$ cat src/rtl/util_mw_adc_bridge_pkg.sv
// Shared types and constants for the ADC-side bridge controller.
package util_mw_adc_bridge_pkg;

  typedef enum logic [1:0] {
    ST_IDLE  = 2'd0,
    ST_RUN   = 2'd1,
    ST_DRAIN = 2'd2
  } state_e;

  localparam int unsigned DROP_CNT_W = 16;
  localparam int unsigned MAX_CHAN   = 8;

  function automatic int unsigned clog2(input int unsigned value);
    int unsigned res;
    res = 0;
    while ((32'd1 << res) < value) res++;
    return res;
  endfunction

endpackage

$ cat src/rtl/util_mw_adc_bridge_fifo.sv
// Show-ahead FIFO: head entry is always presented on dout while not empty.
module util_mw_adc_bridge_fifo
  import util_mw_adc_bridge_pkg::*;
#(
  parameter int unsigned WIDTH = 64,
  parameter int unsigned DEPTH = 4
) (
  input  logic             clk,
  input  logic             rst_n,
  input  logic             push,
  input  logic             pop,
  input  logic [WIDTH-1:0] din,
  output logic [WIDTH-1:0] dout,
  output logic             empty,
  output logic             full
);

  localparam int unsigned PTR_W = clog2(DEPTH);
  localparam int unsigned CNT_W = PTR_W + 1;

  logic [WIDTH-1:0] mem_q [DEPTH];
  logic [PTR_W-1:0] wr_ptr_q;
  logic [PTR_W-1:0] rd_ptr_q;
  logic [CNT_W-1:0] cnt_q;
  logic             do_push;
  logic             do_pop;

  assign empty   = (cnt_q == '0);
  assign full    = (cnt_q == CNT_W'(DEPTH));
  assign do_pop  = pop && !empty;
  // A push into a full FIFO only lands when the head leaves in the same cycle.
  assign do_push = push && (!full || do_pop);
  assign dout    = mem_q[rd_ptr_q];

  always_ff @(posedge clk or negedge rst_n) begin
    if (!rst_n) begin
      for (int i = 0; i < int'(DEPTH); i++) mem_q[PTR_W'(i)] <= '0;
      wr_ptr_q <= '0;
      rd_ptr_q <= '0;
      cnt_q    <= '0;
    end else begin
      if (do_push) begin
        mem_q[wr_ptr_q] <= din;
        wr_ptr_q        <= wr_ptr_q + PTR_W'(1);
      end
      if (do_pop) rd_ptr_q <= rd_ptr_q + PTR_W'(1);
      case ({do_push, do_pop})
        2'b10:   cnt_q <= cnt_q + CNT_W'(1);
        2'b01:   cnt_q <= cnt_q - CNT_W'(1);
        default: ;
      endcase
    end
  end

endmodule

$ cat src/rtl/util_mw_adc_bridge_ctl.sv
// ADC -> user IP -> DMA bridge: sample capture, result packing, word FIFO
// and a run/drain sequencer that keeps DMA writes inside transfer windows.
module util_mw_adc_bridge_ctl
  import util_mw_adc_bridge_pkg::*;
#(
  parameter int unsigned DATA_WIDTH = 16,
  parameter int unsigned NUM_CHAN   = 4,
  parameter int unsigned FIFO_DEPTH = 4
) (
  input  logic                           clk,
  input  logic                           rst,
  input  logic                           adc_valid_0, adc_valid_1, adc_valid_2, adc_valid_3,
  input  logic                           adc_valid_4, adc_valid_5, adc_valid_6, adc_valid_7,
  input  logic                           adc_enable_0, adc_enable_1, adc_enable_2, adc_enable_3,
  input  logic                           adc_enable_4, adc_enable_5, adc_enable_6, adc_enable_7,
  input  logic [DATA_WIDTH-1:0]          adc_data_0, adc_data_1, adc_data_2, adc_data_3,
  input  logic [DATA_WIDTH-1:0]          adc_data_4, adc_data_5, adc_data_6, adc_data_7,
  output logic                           bridge_enable_out,
  output logic                           bridge_valid_out,
  output logic [DATA_WIDTH-1:0]          bridge_out_0, bridge_out_1, bridge_out_2, bridge_out_3,
  output logic [DATA_WIDTH-1:0]          bridge_out_4, bridge_out_5, bridge_out_6, bridge_out_7,
  input  logic                           bridge_valid_in,
  input  logic [DATA_WIDTH-1:0]          bridge_in_0, bridge_in_1, bridge_in_2, bridge_in_3,
  input  logic [DATA_WIDTH-1:0]          bridge_in_4, bridge_in_5, bridge_in_6, bridge_in_7,
  input  logic                           dmac_xfer_req,
  output logic                           dmac_valid,
  input  logic                           dmac_ready,
  output logic [DATA_WIDTH*NUM_CHAN-1:0] dmac_data,
  output logic                           adc_dovf,
  output logic [DROP_CNT_W-1:0]          drop_count
);

  localparam int unsigned DW     = DATA_WIDTH;
  localparam int unsigned PACK_W = DATA_WIDTH * NUM_CHAN;
  localparam int unsigned BUS_W  = DATA_WIDTH * MAX_CHAN;
  // Keeps only the active channels so unused bridge outputs stay at zero.
  localparam logic [BUS_W-1:0] CAP_MASK = {BUS_W{1'b1}} >> (BUS_W - PACK_W);

  logic [MAX_CHAN-1:0]   adc_valid_all;
  logic [MAX_CHAN-1:0]   adc_enable_all;
  logic [BUS_W-1:0]      adc_data_all;
  logic [BUS_W-1:0]      bridge_in_all;

  state_e                state_q, state_d;
  logic                  enable_q;
  logic                  bvalid_q;
  logic                  dovf_q;
  logic [BUS_W-1:0]      cap_q;
  logic [DROP_CNT_W-1:0] drop_q;

  logic                  capture;
  logic                  fifo_push;
  logic                  fifo_pop;
  logic                  fifo_empty;
  logic                  fifo_full;
  logic                  ovf_event;
  logic [PACK_W-1:0]     fifo_dout;
  logic                  unused_inputs;

  assign adc_valid_all  = {adc_valid_7, adc_valid_6, adc_valid_5, adc_valid_4,
                           adc_valid_3, adc_valid_2, adc_valid_1, adc_valid_0};
  assign adc_enable_all = {adc_enable_7, adc_enable_6, adc_enable_5, adc_enable_4,
                           adc_enable_3, adc_enable_2, adc_enable_1, adc_enable_0};
  assign adc_data_all   = {adc_data_7, adc_data_6, adc_data_5, adc_data_4,
                           adc_data_3, adc_data_2, adc_data_1, adc_data_0};
  assign bridge_in_all  = {bridge_in_7, bridge_in_6, bridge_in_5, bridge_in_4,
                           bridge_in_3, bridge_in_2, bridge_in_1, bridge_in_0};
  assign unused_inputs  = ^{adc_data_all, bridge_in_all};

  assign capture   = (state_q == ST_RUN) && (|adc_valid_all);
  assign fifo_push = (state_q != ST_IDLE) && bridge_valid_in;
  assign fifo_pop  = !fifo_empty && dmac_ready;
  assign ovf_event = fifo_push && fifo_full && !fifo_pop;

  // Sequencer next state; DRAIN always returns through IDLE.
  always_comb begin
    state_d = state_q;
    unique case (state_q)
      ST_IDLE:  if (dmac_xfer_req && enable_q) state_d = ST_RUN;
      ST_RUN:   if (!dmac_xfer_req || !enable_q) state_d = ST_DRAIN;
      ST_DRAIN: if (fifo_empty && !bridge_valid_in) state_d = ST_IDLE;
      default:  state_d = ST_IDLE;
    endcase
  end

  always_ff @(posedge clk or negedge rst) begin
    if (!rst) begin
      state_q  <= ST_IDLE;
      enable_q <= 1'b0;
      bvalid_q <= 1'b0;
      dovf_q   <= 1'b0;
      cap_q    <= '0;
      drop_q   <= '0;
    end else begin
      state_q  <= state_d;
      enable_q <= |adc_enable_all;
      bvalid_q <= capture;
      dovf_q   <= ovf_event;
      if (capture) cap_q <= adc_data_all & CAP_MASK;
      if (ovf_event && (drop_q != '1)) drop_q <= drop_q + DROP_CNT_W'(1);
    end
  end

  util_mw_adc_bridge_fifo #(
    .WIDTH (PACK_W),
    .DEPTH (FIFO_DEPTH)
  ) u_fifo (
    .clk   (clk),
    .rst_n (rst),
    .push  (fifo_push),
    .pop   (fifo_pop),
    .din   (bridge_in_all[PACK_W-1:0]),
    .dout  (fifo_dout),
    .empty (fifo_empty),
    .full  (fifo_full)
  );

  assign bridge_enable_out = enable_q;
  assign bridge_valid_out  = bvalid_q;
  assign bridge_out_0      = cap_q[0*DW +: DW];
  assign bridge_out_1      = cap_q[1*DW +: DW];
  assign bridge_out_2      = cap_q[2*DW +: DW];
  assign bridge_out_3      = cap_q[3*DW +: DW];
  assign bridge_out_4      = cap_q[4*DW +: DW];
  assign bridge_out_5      = cap_q[5*DW +: DW];
  assign bridge_out_6      = cap_q[6*DW +: DW];
  assign bridge_out_7      = cap_q[7*DW +: DW];
  assign dmac_valid        = !fifo_empty;
  assign dmac_data         = fifo_dout;
  assign adc_dovf          = dovf_q;
  assign drop_count        = drop_q;

endmodule

$ cat config.mk
export PLATFORM = sky130hd
export DESIGN_NAME = util_mw_adc_bridge_ctl
export DESIGN_NICKNAME = d
export VERILOG_FILES = /design/src/rtl/util_mw_adc_bridge_pkg.sv /design/src/rtl/util_mw_adc_bridge_fifo.sv /design/src/rtl/util_mw_adc_bridge_ctl.sv
export SDC_FILE = /design/constraint.sdc
export NUM_CORES = 1
export LEC_CHECK = 0
export ABC_AREA = 1
export ABC_CLOCK_PERIOD_IN_PS = 6400
export CAP_MARGIN = 20
export CORE_MARGIN = 5
export CORE_UTILIZATION = 42
export DETAILED_ROUTE_END_ITERATION = 16
export PLACE_DENSITY = 0.75
export SLEW_MARGIN = 40
export SYNTH_ARGS = -nofsm -noshare
export SYNTH_HDL_FRONTEND = slang
export SYNTH_SLANG_ARGS = --single-unit
$ cat constraint.sdc
create_clock -name clk -period 6.4 [get_ports clk]
set_input_delay 1.92 -clock clk [delete_from_list [all_inputs] [get_ports clk]]
set_output_delay 1.92 -clock clk [all_outputs]
set_load 0.01 [all_outputs]
# After elaboration in Yosys (flattened, before gate mapping)
# Cells that the tools add are included.
# word_totals
n_memories	0
latch_bits	0
output_inout_bits	212
reg_bits	348
ram_bits	0
rom_bits	0
elab_cells	70
# classes
magnitude_cmp	3
n_shift	0
n_addsub	5
bitwise	2
n_mux	11
eq_ne	9
n_mul	0
n_reduce_logical	27
div_mod_pow	0
# ops
cell	n
256-bit bitwise mux	1
64-bit 2-to-1 mux	3
64-bit binary-select mux with 2-bit select	1
64-bit demux with 2-bit select	1
16-bit by 1-bit adder with 16-bit output (second input constant)	1
16-bit inequality test (second input constant)	1
8-bit OR reduction	2
1-bit logical AND	11
3-bit >= comparator (second input constant)	2
1-bit zero test	6
2-bit 2-to-1 mux	3
2-bit inverter with 3-bit output	2
2-bit case mux with 3 select lines	1
3-bit case mux with 2 select lines	1
2-bit by 1-bit adder with 2-bit output (second input constant)	2
2-bit by 1-bit == test with 1-bit output (second input constant)	2
2-bit == test (second input constant)	2
2-bit inequality test (second input constant)	2
2-bit nonzero test	2
3-bit by 1-bit adder with 3-bit output (second input constant)	1
3-bit == test (second input constant)	1
3-bit zero test	1
3-bit by 1-bit < comparator with 1-bit output (second input constant)	1
3-bit AND reduction	1
other kinds (5)	6

# Longest topological paths before layout
# Gate-level depths: netlist (run 1).
# logic_depth
depth_word	8
mapped_depth	12
ltp_nobuf	12

# Modules after synthesis
# From an unflattened synthesis (run 1), not the netlist that was laid out.
# hier_totals
hier_cells	1638
hier_area_um2	15542.4
# modules_own_cells
mod	seq_area_each_um2	n_inst	area_per_inst_um2	cells_per_inst
util_mw_adc_bridge_fifo	7221.9	1	11329.6	1111
util_mw_adc_bridge_ctl	2127.0	1	4212.8	527

# Least setup slack after synthesis (run 1)
# Ideal clock, no wire load.
# synth_timing
path_type	input -> register
startpoint	input bridge_valid_in
endpoint	register u_fifo.mem_q[0] (netlist bit), enable pin
stages	6
required_ns	5.822
arrival_time_ns	7.188
path_slack_ns	-1.366
n_path_buf	2
cell_sequence	inv_1 > nor2_2 > o21ai_4 > buf_6 > buf_6 > nor3b_1
# synth_via
elab_chain_len	3
# synth_rtl
item	line	rtl
from (decl)	util_mw_adc_bridge_ctl.sv:22	input logic bridge_valid_in,
1-bit logical AND	util_mw_adc_bridge_ctl.sv:71	assign fifo_push = (state_q != ST_IDLE) && bridge_valid_in;
1-bit logical AND	util_mw_adc_bridge_fifo.sv:32	assign do_push = push && (!full || do_pop);
2-bit AND reduction (no source line)	-	
to (signal, indexed assignment)	util_mw_adc_bridge_fifo.sv:43	mem_q[wr_ptr_q] <= din;
to (decl)	util_mw_adc_bridge_fifo.sv:21	logic [WIDTH-1:0] mem_q [DEPTH];
# Every way passes these cells.
# A chain may end at the register's enable or synchronous reset.

# Worst setup path in the final report (run 1)
# layout_timing
startpoint	register u_fifo.rd_ptr_q[0]
endpoint	output dmac_data[53]
# layout_via
elab_chain_len	4
# layout_rtl
item	line	rtl
from (decl)	util_mw_adc_bridge_fifo.sv:23	logic [PTR_W-1:0] rd_ptr_q;
from (signal assigned)	util_mw_adc_bridge_fifo.sv:46	if (do_pop) rd_ptr_q <= rd_ptr_q + PTR_W'(1);
2-bit inverter with 3-bit output (not written as such)	util_mw_adc_bridge_fifo.sv:33	assign dout = mem_q[rd_ptr_q];
64-bit binary-select mux with 2-bit select	util_mw_adc_bridge_fifo.sv:33	
64-bit 2-to-1 mux (not written as such) (2 in a row)	util_mw_adc_bridge_fifo.sv:33	
to (decl)	util_mw_adc_bridge_ctl.sv:28	output logic [DATA_WIDTH*NUM_CHAN-1:0] dmac_data,
# Every way passes these cells. The select of a mux whose other input is x is not followed.

==> Implementation_results.wiki, run 1 <==
{| class="wikitable"
! Metric !! Value
|-
| Setup slack on the worst flop-to-flop path || about 3.8 ns
|-
| Worst slew slack as a fraction of its limit || 0.403
|-
| Via density per instance || 5.13
|-
| End of the worst register-to-register path || u_fifo.mem_q[250]
|-
| Die outline area || 39,700 um2
|-
| Proportion of synthesized chip area in sequential cells || 0.621
|-
| RSZ-0062 raised after global routing || no
|-
| Upper clock frequency limit || around 200 MHz
|-
| Number of setup violations in the final report || 0
|-
| Status || finished clean
|-
| Top cell family by delay on the critical path || buffers and inverters
|-
| Source-to-sink clock delay at the later pin of the worst-skew pair || 0.52 ns
|-
| Overall die height || around 200 um
|-
| Reg2Reg Launch Point || u_fifo.cnt_q[0]
|-
| Leakage power of the design || approximately 8.3 nW
|-
| Maximum number of pins on one net before global-route repair || 133
|-
| Type of element capturing the critical path || output port
|-
| Post-CTS setup-driven buffer insertion count || 0
|-
| I/O pins || 489
|-
| Type of the worst setup path || reg -> out
|-
| Share of the cycle needed by the critical path after routing || 0.776
|-
| Worst vdd ir || 319 uV
|-
| CP cell instances || inv_4 > buf_12 > o21ai_0 > o22ai_1 > clkdlybuf4s50_1
|-
| Final GP Congestion || 0.866
|-
| Half-perimeter wire length after detailed placement || 25,400 um
|-
| X dimension of the die || 199 um
|-
| Cells resized by post-CTS repair || 0
|-
| Aggregate global-route resource usage || 0.205
|-
| Max Buffers Root-to-Sink || 3
|-
| Slowest CP cell || dfrtp_4
|-
| Number of buffers created by CTS || 38
|-
| Antenna Nets Post-Route || 0
|-
| Grt ovf || 0
|-
| Total standard cell area after synthesis || 15,000 um2
|-
| Yosys warning count || 0
|-
| Starting density of the core || 0.424
|-
| Final wirelength || 41,800 um
|-
| Post-route worst hold slack || 0.473 ns
|-
| TritonCTS clock tree || done
|-
| Number of hold violations in the final report || 0
|-
| Worst-case hold path end point || state_q[0]
|-
| Clock tree skew after final layout || between 0.015 and 0.02 ns
|-
| Worst setup SP type || register
|-
| PwrDens || 482 nW/um2
|-
| Slew @ Worst Pin || around 0.90 ns
|-
| Setup tns final || 0 ns
|-
| Instance count of the mapped netlist || approximately 1,600
|-
| Max-capacitance violation count || 0
|-
| Layout-stage area growth over the synthesis result || 29.2%
|-
| Post-layout nets || around 2,100
|-
| WL/cell || 17.8 um
|-
| Share of cells above drive strength 1 || 0.0502
|-
| Hold-fix buffer count after cts || 0
|-
| FF-to-FF path depth || 7
|-
| TritonCTS sink count || approximately 350
|-
| Starting DRC count in detailed routing || 610
|-
| Worst Hold Depth || 1
|-
| Number of buffer and inverter stages on the critical path || 3
|-
| Most common cell after layout, fill and taps aside || nand2_1
|-
| Flip-flop and latch count after synthesis || 348
|-
| Critical Path RT || about 4.5 ns
|-
| Vias in the first global route || 12,200
|-
| Largest stage delay on the critical path || 0.63 ns
|-
| Number of standard-cell rows in the floorplan || 69
|-
| First-pass GRT wire length || approximately 65,000 um
|-
| Router iterations before antenna repair || 5
|-
| Residual DRC || 0
|-
| Signal arrival time at the worst endpoint || 3.05 ns
|-
| Number of port buffers || 296
|-
| Min-delay worst type || reg -> reg
|-
| Clock transition at the registers of the reported paths || 0.06 ns
|-
| Detailed-route via count || about 12,000
|-
| Start point of the worst hold path || state_q[1]
|-
| Crit Path Max Fanout || 74
|-
| Total count of max-transition violations in the final report || 0
|-
| CTS HTree Levels || 2
|-
| Path length in cells of the critical path || 5
|-
| Syn_area_per_cell || 9.39 um2
|-
| Commonest non-fill, non-tap cells in the layout || 517 x nand2_1, 295 x clkdlybuf4s50_1, 222 x o21ai_0
|-
| Clock root buffer || clkbuf_16
|-
| Unique masters post-synth || 31
|-
| Tmin final || between 4 and 5 ns
|-
| Antenna violations before repair || 2
|-
| Core area || 35,500 um2
|}
-- flip-flops by register name (all words and copies together) (netlist names) --
| name | flops |
|---|---|
| state_q | 2 |
| bridge_valid_out | 1 |
| cap_q | 64 |
| adc_dovf | 1 |
| u_fifo.mem_q | 256 |
| u_fifo.wr_ptr_q | 2 |
| u_fifo.cnt_q | 3 |
| bridge_enable_out | 1 |
| u_fifo.rd_ptr_q | 2 |
| drop_count | 16 |
-- per-stage QoR --
| step | worst slack, ns | instance area (um2) | cells | util | power (mW) |
|---|---|---|---|---|---|
| global placement | 1.74 | 18100 | 2280 | 0.510 | 7.12 |
| finish | 1.43 | 19400 | 2353 | 0.548 | 9.37 |
| floorplan | -1.37 | 15300 | 1665 | - | 5.34 |
| detailed placement | 1.67 | 18200 | 2282 | 0.512 | 7.23 |
| CTS | 1.42 | 19400 | 2351 | 0.547 | 9.46 |
| global route | 1.27 | 19400 | 2352 | 0.548 | 9.99 |
-- cell type report --
class,count,area (um2)
clock inverters,15,163
clock buffers,54,1090
repair buffers,316,3200
flip-flops and latches,348,9350
multi-input cells,1122,4920
well taps,461,577
fillers,3090,16000
inverters,36,140
diodes,1,2.50
-- routing by layer --
layer	vias up	global-route usage	share of wire	wire length (um)
li1	5700	-	-	-
met1	5839	0.264	0.39	16400
met2	487	0.346	0.49	20600
met3	53	0.0573	0.095	3990
met4	2	0.0481	0.017	700
met5	-	0	0.00029	12
-- synth_stat cells, drive strengths merged --
master | n | share of area
a21oi | 2 | 0.00067
o21ai | 266 | 0.089
clkinv | 2 | 0.00050
nor4 | 2 | 0.00083
ha | 6 | 0.0050
xor2 | 5 | 0.0029
xnor2 | 4 | 0.0023
conb | 1 | 0.00025
nand2 | 519 | 0.13
nand3 | 10 | 0.0033
edfxtp | 128 | 0.26
nand3b | 2 | 0.0010
clkbuf | 55 | 0.014
fa | 1 | 0.0013
buf | 104 | 0.046
nand4 | 7 | 0.0029
o22ai | 64 | 0.027
nor2 | 167 | 0.043
o211ai | 1 | 0.00050
inv | 34 | 0.0085
dfrtp | 220 | 0.37
nor3b | 2 | 0.0010
-- cell families after synthesis --
kind of cell | Yosys count | synth area share
compound gates | 333 | 0.117
xor+xnor | 9 | 0.00524
fa+ha+maj | 7 | 0.00632
buf+inv | 195 | 0.0685
flops | 348 | 0.621
other cells | 1 | 0.000249
simple gates | 709 | 0.181
-- power breakdown --
group	switching (mW)	total [mW]	internal (mW)
clock network	0.870	2.19	1.32
logic	2.17	3.82	1.66
registers	0.363	3.36	2.99
total	3.40	9.37	5.97
-- worst max-delay path by stage --
stage               slack (ns)                 to               start
floorplan                -1.37    u_fifo.mem_q[0]     bridge_valid_in
detailed placement        1.67  u_fifo.mem_q[250]          dmac_ready
global route              1.27      dmac_data[53]  u_fifo.rd_ptr_q[0]
CTS                       1.42       dmac_data[0]  u_fifo.rd_ptr_q[0]
global placement          1.74  u_fifo.mem_q[235]          dmac_ready
finish                    1.43      dmac_data[53]  u_fifo.rd_ptr_q[0]
No activity file was read; power rests on OpenSTA's default activity.
==> run 2: changes to the inputs <==
Settings changed: ABC_CLOCK_PERIOD_IN_PS 6400 to 4800, CORE_UTILIZATION 42 to 47, PLACE_DENSITY 0.75 to 0.79.
Clock period 6.4 ns to 4.8 ns, I/O delays scaled along.
==> run 2 against run 1 <==
Wire length fell by 1.5%. Power rose by 31%. Sequential share of layout area rose by 0.45 points. Sequential cell count did not move. Via count fell by 0.48%. Design area fell by 0.93%. Sequential power rose by 34%. First-iteration DRC count rose by 52%. Critical path type unchanged. Critical endpoint is now dmac_data[39].
==> Implementation_results.wiki, run 2 (synthesis results as in run 1) <==
{| class="wikitable"
! Metric !! Value
|-
| Crit path setup slack, layout || 0.529 ns (was 1.43 ns)
|-
| Post-layout nets || 2,146 (unchanged)
|-
| Start point of the worst hold path || u_fifo.mem_q[188] (was state_q[1])
|-
| TritonCTS clock tree || done (unchanged)
|-
| Type of the worst setup path || reg -> out (unchanged)
|-
| Total chip power || 12.3 mW (was 9.37 mW)
|-
| Final core utilization || 0.611 (was 0.548)
|-
| Min-delay worst type || reg -> reg (unchanged)
|-
| Share of cells above drive strength 1 || 0.0476 (was 0.0502)
|-
| Post-CTS setup-driven buffer insertion count || 0 (unchanged)
|-
| Half-perimeter wire length after detailed placement || 25,800 um (was 25,400 um)
|-
| Status || finished clean (unchanged)
|-
| Number of buffer and inverter stages on the critical path || 3 (unchanged)
|-
| Leakage power of the design || 8.26 nW (was 8.31 nW)
|-
| Number of port buffers || 296 (unchanged)
|-
| First-pass GRT wire length || 65,300 um (about the same)
|-
| Max Buffers Root-to-Sink || 3 (unchanged)
|-
| Max reg flops || 256 (unchanged)
|-
| WL/cell || 18.0 um (was 17.8 um)
|-
| X dimension of the die || 189 um (was 199 um)
|-
| Top cell family by delay on the critical path || buffers and inverters (unchanged)
|-
| Via density per instance || 5.24 (was 5.13)
|-
| Clock transition at the registers of the reported paths || 0.06 ns (about the same)
|-
| Number of setup violations in the final report || 0 (unchanged)
|-
| RSZ-0062 raised after global routing || no (unchanged)
|-
| Starting DRC count in detailed routing || 925 (was 610)
|-
| Upper clock frequency limit || 234 MHz
|-
| Max-capacitance violation count || 0 (unchanged)
|-
| Clock tree skew after final layout || 0.0203 ns (was 0.0173 ns)
|-
| Maximum number of pins on one net before global-route repair || 119 (was 133)
|-
| Filler-free cell count of the finished design || 2,293 (was 2,353)
|-
| Clock root buffer || clkbuf_16 (unchanged)
|-
| Starting density of the core || 0.477 (was 0.424)
|-
| Largest stage delay on the critical path || 0.73 ns (was 0.63 ns)
|-
| Register containing the most flip-flops in the final layout || u_fifo.mem_q (unchanged)
|-
| Reg2Reg Launch Point || u_fifo.cnt_q[0] (unchanged)
|-
| Detailed-route via count || 12,000 (was 12,100)
|-
| I/O pins || 489 (unchanged)
|-
| Final wirelength || 41,200 um (was 41,800 um)
|-
| Most common cell after layout, fill and taps aside || nand2_1 (unchanged)
|-
| Signal arrival time at the worst endpoint || 2.83 ns (was 3.05 ns)
|-
| Slew @ Worst Pin || 0.801 ns (was 0.896 ns)
|-
| Number of standard-cell rows in the floorplan || 65 (was 69)
|-
| Launch point of the worst path || u_fifo.rd_ptr_q[0] (unchanged)
|-
| CP cell instances || clkinv_2 > buf_4 > o21ai_0 > o22ai_1 > clkdlybuf4s50_1 (was inv_4 > buf_12 > o21ai_0 > o22ai_1 > clkdlybuf4s50_1)
|-
| Antenna violations before repair || 1 (was 2)
|-
| TritonCTS sink count || 348 (unchanged)
|-
| Type of element capturing the critical path || output port (unchanged)
|-
| Critical Path RT || 3.36 ns (was 4.48 ns)
|-
| Die outline area || 35,700 um2 (was 39,700 um2)
|-
| Overall die height || 189 um (was 199 um)
|-
| Router iterations before antenna repair || 5 (unchanged)
|-
| Hold-fix buffer count after cts || 0 (unchanged)
|-
| Layout-stage area growth over the synthesis result || 28.0% (was 29.2%)
|-
| Slowest CP cell || dfrtp_4 (unchanged)
|-
| Share of the cycle needed by the critical path after routing || 0.890
|-
| Final GP Congestion || 0.874 (was 0.866)
|-
| Number of hold violations in the final report || 0 (unchanged)
|-
| Grt ovf || 0 (unchanged)
|-
| Placed Instances || 2,225 (was 2,282)
|-
| Post-placement setup slack || 0.885 ns (was 1.67 ns)
|-
| Crit Path Max Fanout || 57 (was 74)
|-
| Number of buffers created by CTS || 37 (was 38)
|-
| Worst setup SP type || register (unchanged)
|-
| Aggregate global-route resource usage || 0.227 (was 0.205)
|-
| Total count of max-transition violations in the final report || 0 (unchanged)
|-
| Vias in the first global route || 12,200 (about the same)
|-
| Tmin final || 4.27 ns
|-
| Worst slew slack as a fraction of its limit || 0.466 (was 0.403)
|-
| Antenna Nets Post-Route || 0 (unchanged)
|-
| Residual DRC || 0 (unchanged)
|-
| Source-to-sink clock delay at the later pin of the worst-skew pair || 0.53 ns (was 0.52 ns)
|-
| CTS HTree Levels || 2 (unchanged)
|-
| PwrDens || 637 nW/um2 (was 482 nW/um2)
|-
| Core area || 31,600 um2 (was 35,500 um2)
|-
| Cells resized by post-CTS repair || 0 (unchanged)
|-
| Commonest non-fill, non-tap cells in the layout || 517 x nand2_1, 295 x clkdlybuf4s50_1, 222 x o21ai_0 (unchanged)
|-
| Worst vdd ir || 406 uV (was 319 uV)
|}
[run 2: metal layers]
metal / track usage / vias to the layer above / routed length, um
met4: 0.0566 / 2 / 873
met5: 0 / - / 13
met1: 0.276 / 5767 / 15700
met3: 0.0653 / 55 / 3930
li1: - / 5699 / -
met2: 0.400 / 500 / 20700
[run 2: cell type report]
cell class / instances / area (um2)
tap: 402 / 503
fill: 2567 / 12300
timing repair buffer: 317 / 3190
multi-input combinational: 1122 / 4930
antenna: 1 / 2.50
sequential: 348 / 9350
clock buffer: 52 / 1020
clock inverter: 15 / 126
inverter: 36 / 138
[run 2: path summary, 6_finish.rpt]
path | cells after the start | slack (ns) | end
max | 5 | 0.53 | dmac_data[39]
min | 2 | 0.47 | u_fifo.mem_q[188]
max reg2reg | 7 | 2.35 | u_fifo.mem_q[206]
min reg2reg | 2 | 0.47 | u_fifo.mem_q[188]
max in group asynchronous | 2 | 3.04 | drop_count[10]
min in group asynchronous | 1 | 0.78 | u_fifo.mem_q[208]
[run 2: tightest hold or removal path, cell delays in order, from the launching register on]
cell and delay (ns):
dfrtp_1 0.33, o21ai_1 0.06, nand2_1 0.05
[run 2: stage by stage]
stage          TNS [ns]  hold WS [ns]  area (um2)
2_1_floorplan    -27.18         0.442       15300
3_3_place_gp          0         0.457       18100
3_5_place_dp          0         0.463       18100
4_1_cts               0         0.476       19300
5_1_grt               0         0.488       19300
6_report              0         0.473       19300
[run 2: where the power goes]
group	switching, mW	internal (mW)
logic	2.85	2.23
clock network	1.14	1.55
registers	0.520	3.99
==> run 3: changes to the inputs <==
Settings changed: ABC_CLOCK_PERIOD_IN_PS 4800 to 4100.
Clock period 4.8 ns to 4.1 ns, I/O delays scaled along.
==> run 3 against run 2 <==
Worst setup slack lost 0.41 ns. Design area up 0.90%. Die area is the same. Wire length decreased by 0.47%. Utilization is 0.55 points higher. Via count grew 0.59%. First-iteration DRC count rose by 8.5%. Critical path depth is 1 lower. Power up 20%. Final cell count grew 0.17%. Global-route usage down 0.21 points.
==> Implementation_results.wiki, run 3 (synthesis results as in run 1) <==
{| class="wikitable"
! Metric !! Value
|-
| Signal arrival time at the worst endpoint || 2.75 ns (was 2.83 ns)
|-
| Most common cell after layout, fill and taps aside || nand2_1 (unchanged)
|-
| Post-placement setup slack || 0.697 ns (was 0.885 ns)
|-
| Crit path setup slack, layout || 0.118 ns (was 0.529 ns)
|-
| Met3 Track Usage GR || 0.0597 (was 0.0653)
|-
| Worst Hold Depth || 2 (unchanged)
|-
| Router iterations before antenna repair || 5 (unchanged)
|-
| Clock transition at the registers of the reported paths || 0.06 ns (about the same)
|-
| Worst slew slack as a fraction of its limit || 0.498 (was 0.466)
|-
| Total chip power || 14.8 mW (was 12.3 mW)
|-
| Number of hold violations in the final report || 0 (unchanged)
|-
| Post-layout nets || 2,149 (was 2,146)
|-
| Clock tree skew after final layout || 0.0170 ns (was 0.0203 ns)
|-
| Register area || 9350 um2 (unchanged)
|-
| Placed Instances || 2,228 (was 2,225)
|-
| Final wirelength || 41,000 um (was 41,200 um)
|-
| Reg2Reg Launch Point || u_fifo.cnt_q[0] (unchanged)
|-
| Max Buffers Root-to-Sink || 3 (unchanged)
|-
| Slew @ Worst Pin || 0.753 ns (was 0.801 ns)
|-
| Starting density of the core || 0.477 (unchanged)
|-
| Total count of max-transition violations in the final report || 0 (unchanged)
|-
| Commonest non-fill, non-tap cells in the layout || 517 x nand2_1, 295 x clkdlybuf4s50_1, 222 x o21ai_0 (unchanged)
|-
| Max reg flops || 256 (unchanged)
|-
| Number of setup violations in the final report || 0 (unchanged)
|-
| Upper clock frequency limit || 251 MHz
|-
| Final core utilization || 0.616 (was 0.611)
|-
| RSZ-0062 raised after global routing || no (unchanged)
|-
| Multi-input gate area in the final layout || 4930 um2 (unchanged)
|-
| Grt ovf || 0 (unchanged)
|-
| Final Cell Area || 19,400 um2 (was 19,300 um2)
|-
| First-pass GRT wire length || 65,100 um (was 65,300 um)
|-
| Cell area after placement || 18,200 um2 (was 18,100 um2)
|-
| Vias in the first global route || 12,200 (about the same)
|-
| Max-capacitance violation count || 0 (unchanged)
|-
| Setup tns final || 0 ns (unchanged)
|-
| Half-perimeter wire length after detailed placement || 25,700 um (was 25,800 um)
|-
| Register containing the most flip-flops in the final layout || u_fifo.mem_q (unchanged)
|-
| Worst setup SP type || register (unchanged)
|-
| Via density per instance || 5.27 (was 5.24)
|-
| WL/cell || 17.8 um (was 18.0 um)
|-
| End of the worst register-to-register path || u_fifo.mem_q[129] (was u_fifo.mem_q[206])
|-
| TritonCTS sink count || 348 (unchanged)
|-
| CTS HTree Levels || 2 (unchanged)
|-
| Critical Path RT || 2.87 ns (was 3.36 ns)
|-
| Detailed-route via count || 12,100 (was 12,000)
|-
| Core area || 31,600 um2 (unchanged)
|-
| Antenna violations before repair || 1 (unchanged)
|-
| X dimension of the die || 189 um (unchanged)
|-
| Residual DRC || 0 (unchanged)
|-
| Share of the cycle needed by the critical path after routing || 0.971
|-
| Number of buffers created by CTS || 37 (unchanged)
|-
| Maximum number of pins on one net before global-route repair || 101 (was 119)
|-
| GRT met1 Usage || 0.278 (was 0.276)
|-
| Number of standard-cell rows in the floorplan || 65 (unchanged)
|-
| Clock root buffer || clkbuf_16 (unchanged)
|-
| Worst-case hold path end point || u_fifo.mem_q[152] (was u_fifo.mem_q[188])
|-
| Final GP Congestion || 0.868 (was 0.874)
|-
| Worst vdd ir || 556 uV (was 406 uV)
|-
| Fill cell total of the finished layout || 2,603 (was 2,567)
|-
| Post-route worst hold slack || 0.473 ns (about the same)
|-
| Hold-fix buffer count after cts || 0 (unchanged)
|-
| Aggregate global-route resource usage || 0.225 (was 0.227)
|-
| Type of the worst setup path || reg -> out (unchanged)
|-
| Setup slack on the worst flop-to-flop path || 2.02 ns (was 2.35 ns)
|-
| Layout-stage area growth over the synthesis result || 29.2% (was 28.0%)
|-
| Start point of the worst hold path || u_fifo.mem_q[152] (was u_fifo.mem_q[188])
|-
| Most congested layer reported by global routing || met2 (unchanged)
|-
| Die outline area || 35,700 um2 (unchanged)
|-
| PwrDens || 759 nW/um2 (was 637 nW/um2)
|-
| Share of cells above drive strength 1 || 0.0512 (was 0.0476)
|-
| Number of port buffers || 296 (unchanged)
|-
| Type of element capturing the critical path || output port (unchanged)
|-
| Min-delay worst type || reg -> reg (unchanged)
|-
| Status || finished clean (unchanged)
|-
| Antenna Nets Post-Route || 0 (unchanged)
|-
| TritonCTS clock tree || done (unchanged)
|-
| I/O pins || 489 (unchanged)
|-
| Filler-free cell count of the finished design || 2,297 (was 2,293)
|-
| Source-to-sink clock delay at the later pin of the worst-skew pair || 0.52 ns (was 0.53 ns)
|-
| Overall die height || 189 um (unchanged)
|-
| Leakage power of the design || 8.35 nW (was 8.26 nW)
|-
| Starting DRC count in detailed routing || 1,004 (was 925)
|-
| Met2 routing resource usage after global routing || 0.389 (was 0.400)
|-
| Tmin final || 3.98 ns
|-
| Crit Path Max Fanout || 100 (was 57)
|-
| FF-to-FF path depth || 8 (was 7)
|}
## run 3: where the power goes
part	switching, mW	internal (mW)	total (mW)
Sequential	0.572	4.67	5.25
Combinational	3.38	2.62	6.01
Clock	1.36	2.15	3.50
## run 3: worst max path at each step
stage | startpoint | end | slack [ns] | cells past startpoint
2_1_floorplan | bridge_valid_in | u_fifo.mem_q[0] | -0.70 | 6
3_5_place_dp | u_fifo.rd_ptr_q[0] | dmac_data[39] | 0.70 | 4
5_1_grt | u_fifo.rd_ptr_q[0] | dmac_data[48] | 0.02 | 4
4_1_cts | u_fifo.rd_ptr_q[0] | dmac_data[14] | 0.12 | 5
6_report | u_fifo.rd_ptr_q[0] | dmac_data[48] | 0.12 | 4
3_3_place_gp | u_fifo.rd_ptr_q[0] | dmac_data[54] | 0.69 | 5
## run 3: area by class of cell
| type | instances | share of cell area |
|---|---|---|
| sequential | 348 | 0.481 |
| multi-input combinational | 1122 | 0.254 |
| timing repair buffer | 320 | 0.166 |
| clock buffer | 50 | 0.0506 |
| tap | 402 | 0.0259 |
| clock inverter | 18 | 0.0150 |
| inverter | 36 | 0.00727 |
| antenna | 1 | 0.000129 |
## run 3: per-layer routing
layer	wire length, um	share of wire
met1	16000	0.39
met2	20400	0.50
met3	3490	0.085
met4	1090	0.027
met5	13	0.00032
## run 3: worst max-delay path, cell delays in order (launching register included)
cell and delay [ns]:
dfrtp_4 0.67, buf_12 0.40, o21ai_0 0.16, o22ai_1 0.31
clkdlybuf4s50_1 0.60
## run 3: repair_timing
item                                    4_1_cts  5_1_grt
endpoints found under the setup margin        0        3
resized for setup                             0        1
buffers inserted                              0        0
